===== src/rtl/cm_pkg.sv =====
// Shared types for the cm arbiter family.
// Holds sort direction, client FSM states and a ceil-log2 helper.
package cm_pkg;

    typedef enum logic {
        SORT_MIN,
        SORT_MAX
    } t_sort_dir;

    typedef enum logic [1:0] {
        IDLE,
        ISSUE,
        WAIT,
        OUT
    } t_cm_client_state;

    // Minimum of 1 so that a 2-entry index still gets one bit.
    function automatic int sclog2(input int n);
        int r;
        r = 1;
        while ((1 << r) < n) r = r + 1;
        return r;
    endfunction

endpackage


===== src/rtl/cm_age_weight.sv =====
// Per-channel age counter with saturating effective weight.
// Age biases the base weight toward winning as a channel waits.
module cm_age_weight
    import cm_pkg::*;
#(
    parameter int        DWIDTH = 8,
    parameter int        AWIDTH = 4,
    parameter t_sort_dir DIR    = SORT_MIN
) (
    input  logic              i_clk,
    input  logic              i_rst_n,
    input  logic              i_clr,
    input  logic              i_inc,
    input  logic [DWIDTH-1:0] i_prio,
    output logic [DWIDTH-1:0] o_weight
);

    logic [AWIDTH-1:0] age;
    logic [DWIDTH:0]   age_x;
    logic [DWIDTH:0]   sum;
    logic [DWIDTH:0]   dif;

    always_ff @(posedge i_clk or negedge i_rst_n) begin
        if (!i_rst_n) begin
            age <= '0;
        end else if (i_clr) begin
            age <= '0;
        end else if (i_inc && age != '1) begin
            age <= age + AWIDTH'(1);
        end
    end

    assign age_x = (DWIDTH+1)'(age);
    assign sum   = {1'b0, i_prio} + age_x;
    assign dif   = {1'b0, i_prio} - age_x;

    // Extra top bit carries the overflow/borrow used for clamping.
    always_comb begin
        if (DIR == SORT_MIN) begin
            o_weight = dif[DWIDTH] ? '0 : dif[DWIDTH-1:0];
        end else begin
            o_weight = sum[DWIDTH] ? '1 : sum[DWIDTH-1:0];
        end
    end

endmodule


===== src/rtl/cm_arbiter_client.sv =====
// cm_arbiter_client: requester-side front end for cm_arbiter.
// Buffers one item per channel, issues aged weights, returns the winner.
module cm_arbiter_client
    import cm_pkg::*;
#(
    parameter int        DCNT      = 4,
    parameter int        DWIDTH    = 8,
    parameter int        PWIDTH    = 16,
    parameter int        LAT       = 0,
    parameter t_sort_dir DIR       = SORT_MIN,
    parameter int        AWIDTH    = 4,
    localparam int       IDX_WIDTH = sclog2(DCNT)
) (
    input  logic                          i_clk,
    input  logic                          i_rst_n,
    input  logic [DCNT-1:0]               i_vld,
    output logic [DCNT-1:0]               o_rdy,
    input  logic [DCNT-1:0][PWIDTH-1:0]   i_data,
    input  logic [DCNT-1:0][DWIDTH-1:0]   i_prio,
    output logic [DCNT-1:0]               o_req,
    output logic [DCNT-1:0][DWIDTH-1:0]   o_weight,
    input  logic                          i_gvld,
    input  logic [IDX_WIDTH-1:0]          i_gnt,
    output logic                          o_vld,
    input  logic                          i_rdy,
    output logic [PWIDTH-1:0]             o_data,
    output logic [IDX_WIDTH-1:0]          o_idx,
    output logic                          o_err
);

    localparam int CW = sclog2(LAT + 2);
    localparam int GN = 2 ** IDX_WIDTH;

    t_cm_client_state            state;
    logic [CW-1:0]               cnt;
    logic [DCNT-1:0]             held;
    logic [DCNT-1:0]             cap;
    logic [DCNT-1:0]             inc;
    logic [GN-1:0]               held_x;
    logic [DCNT-1:0][PWIDTH-1:0] data_q;
    logic [DCNT-1:0][DWIDTH-1:0] prio_q;
    logic [DCNT-1:0][DWIDTH-1:0] eff;
    logic                        samp;
    logic                        gnt_ok;
    logic                        fire;

    assign o_rdy  = ~held;
    assign cap    = i_vld & ~held;
    assign held_x = GN'(held);
    assign samp   = (state == ISSUE || state == WAIT) && cnt == CW'(LAT);
    // Out-of-range indices land on the zero padding of held_x.
    assign gnt_ok = i_gvld && held_x[i_gnt];
    assign fire   = samp && gnt_ok;

    always_comb begin
        inc = '0;
        for (int k = 0; k < DCNT; k++) begin
            inc[k] = fire && o_req[k] && (IDX_WIDTH'(k) != i_gnt);
        end
    end

    for (genvar k = 0; k < DCNT; k++) begin : g_age
        cm_age_weight #(
            .DWIDTH (DWIDTH),
            .AWIDTH (AWIDTH),
            .DIR    (DIR)
        ) u_age (
            .i_clk    (i_clk),
            .i_rst_n  (i_rst_n),
            .i_clr    (cap[k]),
            .i_inc    (inc[k]),
            .i_prio   (prio_q[k]),
            .o_weight (eff[k])
        );
    end

    always_ff @(posedge i_clk or negedge i_rst_n) begin
        if (!i_rst_n) begin
            state    <= IDLE;
            cnt      <= '0;
            held     <= '0;
            data_q   <= '0;
            prio_q   <= '0;
            o_req    <= '0;
            o_weight <= '0;
            o_vld    <= 1'b0;
            o_data   <= '0;
            o_idx    <= '0;
            o_err    <= 1'b0;
        end else begin
            o_err <= 1'b0;
            for (int k = 0; k < DCNT; k++) begin
                if (cap[k]) begin
                    held[k]   <= 1'b1;
                    data_q[k] <= i_data[k];
                    prio_q[k] <= i_prio[k];
                end
            end
            unique case (state)
                IDLE: begin
                    if (|held) begin
                        state    <= ISSUE;
                        cnt      <= '0;
                        o_req    <= held;
                        o_weight <= eff;
                    end
                end
                ISSUE, WAIT: begin
                    if (samp) begin
                        o_req    <= '0;
                        o_weight <= '0;
                        if (gnt_ok) begin
                            held[i_gnt] <= 1'b0;
                            o_data      <= data_q[i_gnt];
                            o_idx       <= i_gnt;
                            o_vld       <= 1'b1;
                            state       <= OUT;
                        end else begin
                            o_err <= 1'b1;
                            state <= IDLE;
                        end
                    end else begin
                        cnt   <= cnt + CW'(1);
                        state <= WAIT;
                    end
                end
                OUT: begin
                    if (i_rdy) begin
                        o_vld <= 1'b0;
                        if (|held) begin
                            state    <= ISSUE;
                            cnt      <= '0;
                            o_req    <= held;
                            o_weight <= eff;
                        end else begin
                            state <= IDLE;
                        end
                    end
                end
            endcase
        end
    end

endmodule


===== config.mk =====
export PLATFORM = sky130hd
export DESIGN_NAME = cm_arbiter_client
export DESIGN_NICKNAME = d
export VERILOG_FILES = /design/src/rtl/cm_pkg.sv /design/src/rtl/cm_age_weight.sv /design/src/rtl/cm_arbiter_client.sv
export SDC_FILE = /design/constraint.sdc
export NUM_CORES = 1
export LEC_CHECK = 0
export BUFFER_PORTS_ARGS = -buffer_cell sky130_fd_sc_hd__buf_2
export CAP_MARGIN = 20
export CORE_ASPECT_RATIO = 1.4
export CORE_MARGIN = 2
export CORE_UTILIZATION = 45
export DETAILED_ROUTE_END_ITERATION = 12
export PLACE_DENSITY = 0.67
export SKIP_CTS_REPAIR_TIMING = 1
export SYNTH_ARGS = -nofsm -noshare
export SYNTH_HDL_FRONTEND = slang
export SYNTH_SLANG_ARGS = --single-unit

===== constraint.sdc =====
create_clock -name i_clk -period 3.9 [get_ports i_clk]
set_input_delay 0 -clock i_clk [delete_from_list [all_inputs] [get_ports i_clk]]
set_output_delay 0 -clock i_clk [all_outputs]
set_load 0.02 [all_outputs]

==> flow_metrics.env, run 1 <==
export IMPL_cts_path_max_buffers=2
export IMPL_finalHoldViolations=0
export IMPL_ir_drop_uv=389
export IMPL_detailedPlace_worstSlack_ns=1.39
export IMPL_final_setup_viol_count=0
export IMPL_routabilityCongestion=0.806
export IMPL_grt_pass1_vias=6306
export IMPL_grt_ovfl_total=0
export IMPL_hold_end="data_q[21]"
export IMPL_dp_hpwl_um=13600
export IMPL_timing_final_crit_share=0.763
export IMPL_final_layout_size_suffix_gt1_frac=0.264
export IMPL_timing_hold_ws_ns=0.0871
export IMPL_fin_worst_skew_ns=0.00942
export IMPL_critical_path_peak_fanout=21
export IMPL_htree_num_levels=4
export IMPL_edff_count_synth=0
export IMPL_die_w_um=119
export IMPL_postSynthNetCount=941
export IMPL_detailedRoute_firstPassIterationCount=4
export IMPL_path_class="reg -> reg"
export IMPL_maxCapViolCount=0
export IMPL_synthesis_instances=804
export IMPL_power_density_cell_area_mw_per_mm2=749
export IMPL_met3RoutedLength_um=1070
export IMPL_wire_per_inst_um=15.9
export IMPL_numClockSinks=175
export IMPL_max_slew_worst_pin_slew_ns=0.982
export IMPL_ys_seq_area_frac=0.525
export IMPL_slew_viol_final=0
export IMPL_grt_start_max_net_pins=97
export IMPL_synth_ff_type="sky130_fd_sc_hd__dfrtp_1"
export IMPL_cts_clock_pin_slew_for_the_worst_setup_and_hold_paths_ns=0.07
export IMPL_diodes=0
export IMPL_post_synth_num_cell_types=56
export IMPL_routedLengthMet1_um=8360
export IMPL_placement_io_buffers=165
export IMPL_crit_required_ns=4.27
export IMPL_sequential_cell_area_sq_mm=0.00438
export IMPL_min_delay_path_depth=4
export IMPL_period_minus_ws_final_ns=2.98
export IMPL_grt_use_total=0.205
export IMPL_run_status="finished clean"
export IMPL_worstReg2RegStart="state[0]"
export IMPL_fin_setup_tns_ns=0
export IMPL_layout_cells_most_common_list="sky130_fd_sc_hd__nand2_1 (236), sky130_fd_sc_hd__dfrtp_1 (175), sky130_fd_sc_hd__buf_2 (164)"
export IMPL_critical_path_endpoint_type="register"
export IMPL_clockRootBuffer="sky130_fd_sc_hd__clkbuf_16"
export IMPL_post_synth_instance_area_sq_mm=0.00834
export IMPL_syn_area_per_cell_sq_um=10.4
export IMPL_starting_utilization_of_the_core_area=0.461
export IMPL_floorplan_die_height_um=165
export IMPL_tritoncts="built"
export IMPL_clock_latency_ns=0.43
export IMPL_regToRegSetupSlack_ns=0.92
export IMPL_multiInputGateArea_sq_mm=0.00371
export IMPL_placement_rows=58
export IMPL_io_pins=166
export IMPL_fill_cells=1495
export IMPL_drc=0
export IMPL_hold_start="i_vld[1]"
export IMPL_arrival_ns=3.34
export IMPL_synthesis_yosys_warnings=0
export IMPL_synth_async_reset_ratio=1.00
export IMPL_dp_cells=1180
export IMPL_dr_iter_0_viols=392
export IMPL_min_path_type="in -> reg"
export IMPL_avgViaCountPerCell=5.11
export IMPL_timing_critical_path_from_type="register"
export IMPL_area_growth_from_synthesis_to_final_layout_pct=32.0
export IMPL_ys_seq_elements=175
export IMPL_max_slew_margin=0.343
export IMPL_layout_setup_ws_ns=0.924
export IMPL_reg2reg_to="o_vld"
export IMPL_layout_commonest_cell="sky130_fd_sc_hd__nand2_1"
export IMPL_grt_pass1_wl_um=31500
export IMPL_p_leak_nw=5.28
export IMPL_core_area_sq_mm=0.0181
export IMPL_postRouteAntennaNets=0
export IMPL_detailroute_wirelength_met2_um=11100
export IMPL_postRouteWirelength_um=20800
export IMPL_route_top_layer_used="met4"
export IMPL_instances_no_fill=1314
export IMPL_finalNetCount=1198
export IMPL_r2r_cells=7
export IMPL_cts_buffers=17
export IMPL_max_clock_freq_mhz=336
export IMPL_vias=6708
export IMPL_rsz0062_at_grt="no"
export IMPL_antenna_violations_before_repair=0
export IMPL_die_area_sq_mm=0.0196
[Yosys cell counts (3+ instances only)]
library cell / n / share of area
sky130_fd_sc_hd__or4_1: 6 / 0.0054
sky130_fd_sc_hd__nor2b_1: 8 / 0.0060
sky130_fd_sc_hd__or3_1: 9 / 0.0068
sky130_fd_sc_hd__nand3b_1: 4 / 0.0036
sky130_fd_sc_hd__o21ai_1: 3 / 0.0018
sky130_fd_sc_hd__o211ai_1: 5 / 0.0045
sky130_fd_sc_hd__o22ai_1: 3 / 0.0023
sky130_fd_sc_hd__clkbuf_1: 17 / 0.0077
sky130_fd_sc_hd__a22o_1: 4 / 0.0042
sky130_fd_sc_hd__nand3_1: 9 / 0.0054
sky130_fd_sc_hd__mux2_2: 46 / 0.062
sky130_fd_sc_hd__nand2_1: 236 / 0.11
sky130_fd_sc_hd__nand4_1: 3 / 0.0023
sky130_fd_sc_hd__mux2i_1: 6 / 0.0072
sky130_fd_sc_hd__buf_2: 12 / 0.0072
sky130_fd_sc_hd__a22oi_1: 4 / 0.0036
sky130_fd_sc_hd__dfrtp_1: 175 / 0.53
sky130_fd_sc_hd__inv_1: 30 / 0.014
sky130_fd_sc_hd__o31ai_1: 7 / 0.0063
sky130_fd_sc_hd__or2_2: 8 / 0.0060
sky130_fd_sc_hd__a21oi_1: 25 / 0.015
sky130_fd_sc_hd__fa_1: 4 / 0.0096
sky130_fd_sc_hd__mux4_2: 17 / 0.046
sky130_fd_sc_hd__o21a_1: 5 / 0.0045
sky130_fd_sc_hd__xor2_1: 5 / 0.0053
sky130_fd_sc_hd__o221ai_1: 4 / 0.0042
sky130_fd_sc_hd__buf_4: 3 / 0.0027
sky130_fd_sc_hd__o21ai_0: 45 / 0.027
sky130_fd_sc_hd__nor2_1: 24 / 0.011
sky130_fd_sc_hd__xnor2_1: 6 / 0.0063
sky130_fd_sc_hd__and2_1: 3 / 0.0023
sky130_fd_sc_hd__nand2b_1: 7 / 0.0053
sky130_fd_sc_hd__a2bb2oi_1: 4 / 0.0042
sky130_fd_sc_hd__ha_1: 27 / 0.041
[power breakdown]
part,leakage [nW],switching [mW],internal [mW],total [mW]
Combinational,2.81,1.91,1.51,3.42
Clock,0.280,0.757,0.908,1.67
Sequential,2.19,0.549,2.61,3.16
[cell families after synthesis]
logic type | Yosys count | synth area share
xor+xnor | 11 | 0.0116
mux | 69 | 0.115
simple gates | 326 | 0.169
buf+inv | 65 | 0.0333
compound gates | 127 | 0.0956
fa+ha+maj | 31 | 0.0501
flops | 175 | 0.525
[critical path, cell delays in order (launching register included)]
cell and delay [ns]:
sky130_fd_sc_hd__dfrtp_1 0.36, sky130_fd_sc_hd__inv_1 0.07, sky130_fd_sc_hd__ha_1 0.46, sky130_fd_sc_hd__and3b_1 0.40, sky130_fd_sc_hd__and2_1 0.77, sky130_fd_sc_hd__a21oi_1 0.15, sky130_fd_sc_hd__a31oi_1 0.16, sky130_fd_sc_hd__dlygate4sd3_1 0.55
[metrics by stage]
stage | instance area, sq um | power (mW) | util
finish | 11000 | 8.25 | 0.609
floorplan | 8340 | 5.53 | -
detailed placement | 9390 | 6.53 | 0.520
CTS | 9970 | 8.22 | 0.552
global route | 11000 | 8.91 | 0.609
global placement | 9390 | 6.43 | 0.520
[registers in the layout (all words and copies together) (netlist names)]
name             count
prio_q              32
cnt                  1
o_idx                2
o_weight            32
data_q              64
held                 4
o_data              16
o_vld                1
g_age.u_age.age     16
o_err                1
state                2
o_req                4
[routing by layer]
layer	global-route usage	up-vias
met5	0	-
met4	0.0514	0
met3	0.0577	30
met2	0.369	157
met1	0.242	3256
li1	-	3265
[final cells by class]
class | instances | area share
timing repair buffer | 273 | 0.175
clock inverter | 14 | 0.0123
inverter | 30 | 0.0102
sequential | 175 | 0.398
multi-input combinational | 564 | 0.337
tap | 240 | 0.0273
clock buffer | 18 | 0.0399
[how the worst max path moves through the flow]
stage | startpoint | endpoint | depth (start not counted) | slack [ns]
CTS | state[0] | g_age[1].u_age.age[2] | 6 | 1.37
global placement | state[0] | g_age[1].u_age.age[2] | 6 | 1.41
finish | state[0] | o_vld | 7 | 0.92
detailed placement | state[0] | g_age[1].u_age.age[2] | 6 | 1.39
floorplan | g_age[3].u_age.age[0] | o_weight[30] | 7 | 1.91
global route | state[0] | o_vld | 7 | 0.66
No activity file was read; power rests on OpenSTA's default activity.
==> inputs of run 2 (changes only) <==
--- a/config.mk
+++ b/config.mk
@@ -11,7 +11,7 @@
 export CORE_MARGIN = 2
 export CORE_UTILIZATION = 45
 export DETAILED_ROUTE_END_ITERATION = 12
-export PLACE_DENSITY = 0.67
+export PLACE_DENSITY = 0.7
 export SKIP_CTS_REPAIR_TIMING = 1
 export SYNTH_ARGS = -nofsm -noshare
 export SYNTH_HDL_FRONTEND = slang
==> constraint.sdc (replaced) <==
create_clock -name i_clk -period 2.7 [get_ports i_clk]
set_input_delay 0 -clock i_clk [delete_from_list [all_inputs] [get_ports i_clk]]
set_output_delay 0 -clock i_clk [all_outputs]
set_load 0.02 [all_outputs]
==> flow_metrics.env, run 2 (same netlist as run 1, synthesis figures left out) <==
export IMPL_finalNetCount=1209
export IMPL_drc=0
export IMPL_run_status="finished clean"
export IMPL_tritoncts="built"
export IMPL_postRouteWirelength_um=21200
export IMPL_dr_iter_0_viols=383
export IMPL_antenna_violations_before_repair=0
export IMPL_max_slew_margin=0.322
export IMPL_slew_viol_final=0
export IMPL_diodes=0
export IMPL_starting_utilization_of_the_core_area=0.461
export IMPL_routabilityCongestion=0.812
export IMPL_layout_cells_most_common_list="sky130_fd_sc_hd__nand2_1 (236), sky130_fd_sc_hd__dfrtp_1 (175), sky130_fd_sc_hd__buf_2 (164)"
export IMPL_critical_path_peak_fanout=9
export IMPL_period_minus_ws_final_ns=2.35
export IMPL_critical_path_endpoint_type="register"
export IMPL_timing_critical_path_from_type="register"
export IMPL_timing_final_crit_share=0.872
export IMPL_grt_pass1_vias=6547
export IMPL_crit_required_ns=3.02
export IMPL_final_area_sq_mm=0.0111
export IMPL_die_area_sq_mm=0.0196
export IMPL_grt_ovfl_total=0
export IMPL_clockRootBuffer="sky130_fd_sc_hd__clkbuf_16"
export IMPL_placement_cell_area_sq_mm=0.00948
export IMPL_placement_io_buffers=165
export IMPL_placement_rows=58
export IMPL_final_layout_size_suffix_gt1_frac=0.272
export IMPL_io_pins=166
export IMPL_ir_drop_uv=470
export IMPL_largest_register_ff_count=64
export IMPL_die_w_um=119
export IMPL_area_growth_from_synthesis_to_final_layout_pct=32.6
export IMPL_max_slew_worst_pin_slew_ns=1.01
export IMPL_maxCapViolCount=0
export IMPL_largest_registers="data_q x64, o_weight x32, prio_q x32"
export IMPL_finalHoldViolations=0
export IMPL_fin_setup_tns_ns=0
export IMPL_cts_path_max_buffers=2
export IMPL_htree_num_levels=4
export IMPL_regToRegSetupSlack_ns=0.35
export IMPL_detailedRoute_firstPassIterationCount=4
export IMPL_vias=6805
export IMPL_rsz0062_at_grt="no"
export IMPL_arrival_ns=2.67
export IMPL_cts_buffers=17
export IMPL_min_path_type="in -> reg"
export IMPL_p_leak_nw=5.32
export IMPL_path_class="reg -> reg"
export IMPL_fin_worst_skew_ns=0.00875
export IMPL_clock_latency_ns=0.43
export IMPL_final_setup_viol_count=0
export IMPL_wire_per_inst_um=16.0
export IMPL_cts_clock_pin_slew_for_the_worst_setup_and_hold_paths_ns=0.07
export IMPL_avgViaCountPerCell=5.14
export IMPL_grt_use_total=0.212
export IMPL_max_clock_freq_mhz=425
export IMPL_grt_start_max_net_pins=75
export IMPL_floorplan_die_height_um=165
export IMPL_power_density_cell_area_mw_per_mm2=1080
export IMPL_dp_hpwl_um=14400
export IMPL_postRouteAntennaNets=0
export IMPL_layout_commonest_cell="sky130_fd_sc_hd__nand2_1"
export IMPL_largest_register="data_q"
export IMPL_numClockSinks=175
export IMPL_core_area_sq_mm=0.0181
export IMPL_grt_pass1_wl_um=32400
run 2: path summary, 6_finish.rpt:
| check | start | end | cells after the start |
|---|---|---|---|
| max reg2reg | state[0] | o_vld | 8 |
| max | state[0] | o_vld | 8 |
| min | i_vld[2] | prio_q[19] | 4 |
| min in group asynchronous | i_rst_n | data_q[49] | 2 |
| max in group asynchronous | i_rst_n | o_data[7] | 3 |
| min reg2reg | o_weight[29] | o_weight[29] | 2 |
run 2: area by class of cell:
| class | instances | area [sq um] |
|---|---|---|
| Clock buffer | 20 | 467 |
| Clock inverter | 12 | 98.8 |
| Fill cell | 1450 | 7010 |
| Inverter | 30 | 113 |
| Multi-Input combinational cell | 564 | 3710 |
| Sequential cell | 175 | 4380 |
| Tap cell | 240 | 300 |
| Timing Repair Buffer | 284 | 1990 |
run 2: metrics by stage:
stage / power [mW] / setup WS (ns) / std cells / hold slack [ns] / util
6_report: 11.9 / 0.346 / 1325 / 0.0657 / 0.612
5_1_grt: 12.9 / 0.168 / 1325 / 0.0943 / 0.612
3_3_place_gp: 9.33 / 0.616 / 1192 / 0.0677 / 0.525
4_1_cts: 11.9 / 0.547 / 1224 / -0.394 / 0.556
2_1_floorplan: 7.99 / 0.705 / 804 / -0.296 / -
3_5_place_dp: 9.50 / 0.563 / 1192 / 0.0702 / 0.525
run 2: where the power goes:
group	internal, mW	switching [mW]
clock network	1.27	1.08
logic	2.21	2.77
registers	3.78	0.830
run 2: routing by layer:
metal | track usage | share of wire | vias to the layer above
met5 | 0 | 0 | -
met4 | 0.0812 | 0.022 | 0
met3 | 0.0549 | 0.051 | 37
met2 | 0.384 | 0.54 | 172
met1 | 0.240 | 0.39 | 3298
li1 | - | - | 3298
run 2: critical path, stage by stage, from the launching register on:
cell and delay [ns]:
sky130_fd_sc_hd__dfrtp_1 0.37, sky130_fd_sc_hd__inv_1 0.07, sky130_fd_sc_hd__ha_1 0.42, sky130_fd_sc_hd__and3b_1 0.25
sky130_fd_sc_hd__buf_4 0.17, sky130_fd_sc_hd__and2_1 0.18, sky130_fd_sc_hd__a21oi_1 0.18, sky130_fd_sc_hd__a31oi_1 0.05
sky130_fd_sc_hd__dlygate4sd3_1 0.55
